**src/rtl/uart_rx_pkg.sv**
```systemverilog
// uart_rx_pkg: shared state encoding and default parameters for the UART receive sequencer
package uart_rx_pkg;
  typedef enum logic [2:0] {IDLE, START, DATA, PARITY, STOP, FERR, LOAD} state_t;
  localparam int DEF_CLKS_PER_BIT = 10;
  localparam int DEF_DATA_BITS = 8;
endpackage

```
**src/rtl/bit_timer.sv**
```systemverilog
// bit_timer: mod-N cycle counter with synchronous clear and a terminal-count flag
module bit_timer #(
  parameter int N = 10,
  parameter int W = $clog2(N)
) (
  input  logic         clk,
  input  logic         n_rst,
  input  logic         clr_i,
  output logic [W-1:0] cnt_o,
  output logic         tc_o
);
  logic [W-1:0] cnt_q;
  always_ff @(posedge clk) begin
    if (!n_rst || clr_i) cnt_q <= '0;
    else cnt_q <= tc_o ? '0 : cnt_q + 1'b1;
  end
  assign cnt_o = cnt_q;
  assign tc_o = cnt_q == W'(N - 1);
endmodule

```
**src/rtl/uart_rx_sequencer.sv**
```systemverilog
// uart_rx_sequencer: UART receive sequencing (start validation, bit strobes, stop check, buffer handshake).
// Even parity checking is compiled in with UART_RX_PARITY_EN.
module uart_rx_sequencer
  import uart_rx_pkg::*;
#(
  parameter int CLKS_PER_BIT = DEF_CLKS_PER_BIT,
  parameter int DATA_BITS = DEF_DATA_BITS
) (
  input  logic clk,
  input  logic n_rst,
  input  logic serial_in,
  input  logic data_read,
  output logic shift_strobe,
  output logic load_buffer,
  output logic data_ready,
  output logic framing_error,
  output logic overrun_error,
  output logic parity_error,
  output logic busy
);
  localparam int TW = $clog2(CLKS_PER_BIT);
  localparam int CW = $clog2(DATA_BITS + 1);
  localparam logic [TW-1:0] HALF_M1 = TW'(CLKS_PER_BIT / 2 - 1);
  localparam logic [CW-1:0] LAST_BIT = CW'(DATA_BITS - 1);
  state_t state_q, state_d;
  logic prev_q;
  logic [CW-1:0] cnt_q, cnt_d;
  logic framing_q, framing_d, ready_q, ready_d, overrun_q, overrun_d;
  logic [TW-1:0] timer;
  logic tc, timer_clr;
`ifdef UART_RX_PARITY_EN
  logic acc_q, acc_d, parity_q, parity_d;
`endif
  // Restart the bit period on every state change so each state times from zero
  assign timer_clr = (state_q == IDLE) || (state_d != state_q);
  bit_timer #(.N(CLKS_PER_BIT), .W(TW)) u_timer (
    .clk(clk), .n_rst(n_rst), .clr_i(timer_clr), .cnt_o(timer), .tc_o(tc)
  );
  always_comb begin
    state_d = state_q;
    cnt_d = cnt_q;
    framing_d = framing_q;
    ready_d = data_read ? 1'b0 : ready_q;
    overrun_d = data_read ? 1'b0 : overrun_q;
`ifdef UART_RX_PARITY_EN
    acc_d = acc_q;
    parity_d = parity_q;
`endif
    case (state_q)
      IDLE: if (prev_q && !serial_in) state_d = START;
      START: if (timer == HALF_M1) begin
        if (!serial_in) begin
          state_d = DATA;
          cnt_d = '0;
          framing_d = 1'b0;
`ifdef UART_RX_PARITY_EN
          acc_d = 1'b0;
          parity_d = 1'b0;
`endif
        end else state_d = IDLE;
      end
      DATA: if (tc) begin
        cnt_d = cnt_q + 1'b1;
`ifdef UART_RX_PARITY_EN
        acc_d = acc_q ^ serial_in;
        if (cnt_q == LAST_BIT) state_d = PARITY;
`else
        if (cnt_q == LAST_BIT) state_d = STOP;
`endif
      end
`ifdef UART_RX_PARITY_EN
      PARITY: if (tc) begin
        parity_d = acc_q ^ serial_in;
        state_d = STOP;
      end
`endif
      STOP: if (tc) begin
        state_d = serial_in ? LOAD : FERR;
        if (!serial_in) framing_d = 1'b1;
      end
      FERR: if (serial_in) state_d = IDLE;
      LOAD: begin
        state_d = IDLE;
        ready_d = 1'b1;
        if (ready_q && !data_read) overrun_d = 1'b1;
      end
      default: state_d = IDLE;
    endcase
  end
  always_ff @(posedge clk) begin
    if (!n_rst) begin
      state_q <= IDLE;
      prev_q <= 1'b1;
      cnt_q <= '0;
      framing_q <= 1'b0;
      ready_q <= 1'b0;
      overrun_q <= 1'b0;
    end else begin
      state_q <= state_d;
      prev_q <= serial_in;
      cnt_q <= cnt_d;
      framing_q <= framing_d;
      ready_q <= ready_d;
      overrun_q <= overrun_d;
    end
  end
`ifdef UART_RX_PARITY_EN
  always_ff @(posedge clk) begin
    if (!n_rst) begin
      acc_q <= 1'b0;
      parity_q <= 1'b0;
    end else begin
      acc_q <= acc_d;
      parity_q <= parity_d;
    end
  end
  assign parity_error = parity_q;
`else
  assign parity_error = 1'b0;
`endif
  assign shift_strobe = (state_q == DATA) && tc;
  assign load_buffer = state_q == LOAD;
  assign busy = state_q != IDLE;
  assign data_ready = ready_q;
  assign framing_error = framing_q;
  assign overrun_error = overrun_q;
endmodule
```
**config.mk**
```make
export PLATFORM = sky130hd
export DESIGN_NAME = uart_rx_sequencer
export DESIGN_NICKNAME = d
export VERILOG_FILES = /design/src/rtl/uart_rx_pkg.sv /design/src/rtl/bit_timer.sv /design/src/rtl/uart_rx_sequencer.sv
export SDC_FILE = /design/constraint.sdc
export NUM_CORES = 1
export LEC_CHECK = 0
export ABC_AREA = 1
export BUFFER_PORTS_ARGS = -buffer_cell sky130_fd_sc_hd__buf_2
export CAP_MARGIN = 40
export CORE_UTILIZATION = 45
export CTS_CLUSTER_SIZE = 10
export DETAILED_ROUTE_END_ITERATION = 8
export PLACE_DENSITY = 0.72
export SYNTH_ARGS = -nofsm -noshare
export SYNTH_HDL_FRONTEND = slang
export SYNTH_SLANG_ARGS = --single-unit
```
**constraint.sdc**
```tcl
create_clock -name clk -period 1.7 [get_ports clk]
set_clock_uncertainty 0.05 [all_clocks]
set_input_delay 0.085 -clock clk [delete_from_list [all_inputs] [get_ports clk]]
set_output_delay 0.085 -clock clk [all_outputs]
set_load 0.02 [all_outputs]
```
==> metrics.txt <==
Final Slew Violations=0; Compound-Gate Fraction of Synth Area=6.41%; deepest clock path buffer count=2; input/output buffers=9; CTS buffer count=3; Die H=45.2 µm; Layout area overhead=14.8%; Worst VDD drop=0.355 mV; Leakage Power=0.456 nW; filler cell count in the final layout=172; Worst Path Max Fanout=4; list of most frequent post-synthesis cells=nand2_1 (23), dfxtp_1 (15), inv_1 (14); Final Net Count=138; largest family of logic cells by synthesized area=simple AND/OR/NAND/NOR gates; antenna violations before repair=0; xor and xnor area share after synthesis=2.09%; syn avg cell area=7.30 µm²; floorplan row count=15; final setup fails=0; R2R cell count=9; gpl congestion=0.875; post-synthesis sequential area ratio=35.8%; first-pass GRT wire length=2570 µm; CTS tree=built; core area=0.00175 mm²; remaining global-route overflow=0; number of distinct library cells after synthesis=27; reg2reg end=u_timer.cnt_o[0]$_SDFF_PP0_; switching power=165 µW; Syn Std Cell Area=840 µm²; fin cells=154; Final TNS setup=0 ns; most common cell in the netlist=nand2_1; vias per cell=4.84; status=complete, no violations; Post-synth ARST share=0%; hold_sp=serial_in; combinational share of power=10.3%; share of layout cells above drive strength 1=25.6%; via count=745; I/O pin cnt=11; largest net degree at the start of global routing=9; Yosys top cell area share=35.8%; gr usage total=17.3%; clock transition at the registers of the reported paths=0.09 ns; post-CTS setup buffer count=0; Worst Hold Class=input pin to flop; Starting DRT DRC Count=10; Synth Flop Type=dfxtp_1; Final Cell Area=963 µm²; Synthesis Warnings=0; critical path class=flop to primary output; Pre-Repair DR Iteration Count=4; post-synthesis simple-gate area fraction=39.9%; Final Hold Fails=0; clock period minus worst slack=1.54 ns; Max Cap Viol=0; crit end category=primary output; mux contribution to synthesized area=0%; Yosys reg bits=15; RSZ-0062 raised after global routing=no; ANT cells=0; pwr/cell area=658 mW/mm²; Clk pwr share=32.4%; Routed Antenna Nets=0; CP Launch Type=flop; Cell Area, Placed=908 µm²; crit share post-route=90.9%; Starting Density=48.1%; die area=0.00204 mm²; crit path to=shift_strobe; syn nets=123; Die W=45.2 µm; clock sink count=15; Internal=469 µW; post-synth top area cell=dfxtp_1; Clk Tree Root Cell=clkbuf_4; Crit. Startpoint=u_timer.cnt_o[1]$_SDFF_PP0_; post-DP HPWL=1200 µm; R2R Setup Slk=0.16 ns; Seq pwr share=57.3%; number of synthesized flops with an enable pin=0; RR Startpoint=u_timer.cnt_o[1]$_SDFF_PP0_; Critical Path AT=1.41 ns; Syn Inst Count=115; Switching Fraction=26.0%; H-tree Lvls=1; dpl cells=148; latest clock arrival within the worst-skew pair=0.28 ns; DR DRC count=0; synth top area cells=dfxtp_1 (36%), nand2_1 (10%), inv_1 (6.3%), ha_1 (6.0%), nor3_2 (6.0%); Req. time, crit path=1.56 ns; vias in the first global route=614; Post-Synth Adder-Cell Area=5.96%; final wirelength=1560 µm; routed len/inst=10.1 µm; Fmax=0.647 GHz
-- power groups by stage --
stage | registers, mW | clock network (mW) | logic, mW
finish | 0.363 | 0.205 | 0.0655
global route | 0.364 | 0.228 | 0.0724
CTS | 0.363 | 0.214 | 0.0649
detailed placement | 0.371 | 0 | 0.0614
global placement | 0.370 | 0 | 0.0598
floorplan | 0.369 | 0 | 0.0474
-- per-stage QoR --
step / util [%] / hold slack, ns / worst slack (ns) / total power, mW
global route: 55.2 / 0.0539 / 0.0138 / 0.664
detailed placement: 52.0 / 0.289 / 0.106 / 0.432
global placement: 52.0 / 0.282 / 0.145 / 0.430
CTS: 54.7 / 0.0157 / 0.0772 / 0.642
floorplan: - / 0.105 / 0.305 / 0.417
finish: 55.2 / 0.0371 / 0.155 / 0.634
-- cell type report --
class                   instances  area (µm²)  area share [%]
well taps                      25        31.3            3.25
inverters                      19        71.3            7.40
multi-input cells              80         468            48.6
clock buffers                   4        26.3            2.73
flip-flops and latches         15         302            31.3
repair buffers                 11        65.1            6.75
-- worst max-delay path, cell delays in order (launching register included) --
cell     delay [ns]
dfxtp_1        0.37
inv_1          0.08
ha_1           0.19
nand3_1        0.13
inv_2          0.07
nand2_1        0.10
inv_1          0.05
buf_2          0.15
-- registers in the layout, summed over array words and instances (netlist names) --
| register | cells |
|---|---|
| cnt_q | 4 |
| data_ready | 1 |
| framing_error | 1 |
| overrun_error | 1 |
| prev_q | 1 |
| state_q | 3 |
| u_timer.cnt_o | 4 |
-- kinds of logic after synthesis --
group / after synthesis
AO/OA/AOI/OAI: 8
adder cells (fa/ha/maj): 4
XOR/XNOR: 2
other: 1
flip-flops: 15
buffers and inverters: 20
AND/OR/NAND/NOR: 65
-- placed cells by master, fill, tap and decap left out --
cell type / Yosys / layout
a21boi_0: 1 / 1
a21oi_1: 2 / 2
a21oi_2: 1 / 1
a31oi_1: 2 / 2
buf_2: 0 / 9
clkbuf_1: 0 / 1
clkbuf_4: 0 / 3
conb_1: 1 / 1
dfxtp_1: 15 / 14
dfxtp_2: 0 / 1
dlygate4sd3_1: 0 / 2
ha_1: 4 / 4
inv_1: 14 / 14
inv_2: 5 / 5
nand2_1: 23 / 23
nand2_2: 2 / 2
nand2_4: 1 / 1
nand3_1: 8 / 7
nand3_2: 2 / 3
nand4_1: 4 / 4
nor2_1: 13 / 12
nor2_2: 1 / 2
nor3_1: 3 / 3
nor3_2: 5 / 5
nor3b_1: 1 / 1
o211a_1: 1 / 1
o21ai_1: 1 / 1
or2_0: 1 / 1
or2_2: 1 / 1
xnor2_1: 1 / 1
xor2_1: 1 / 1
-- routing by layer --
metal	vias up	share of wire (%)	wire [µm]	GRT usage (%)
met3	0	4.2	66	6.00
li1	393	-	-	-
met5	-	0	0	0
met4	0	0	0	3.64
met1	336	48	755	23.1
met2	16	47	740	27.0
-- worst min-delay path by stage --
stage                         to  slack (ns)  cells past startpoint
6_report       prev_q$_SDFF_PN1_        0.04                      3
5_1_grt        prev_q$_SDFF_PN1_        0.05                      3
4_1_cts        prev_q$_SDFF_PN1_        0.02                      3
3_5_place_dp   prev_q$_SDFF_PN1_        0.29                      2
3_3_place_gp   prev_q$_SDFF_PN1_        0.28                      2
2_1_floorplan  prev_q$_SDFF_PN1_        0.10                      1
-- repair_timing --
item | CTS | global route
resized for setup | 0 | 3
endpoints found under the hold margin | 2 | 0
hold buffers | 2 | 0
endpoints found under the setup margin | 0 | 5
(Power assumes the default switching activity.)
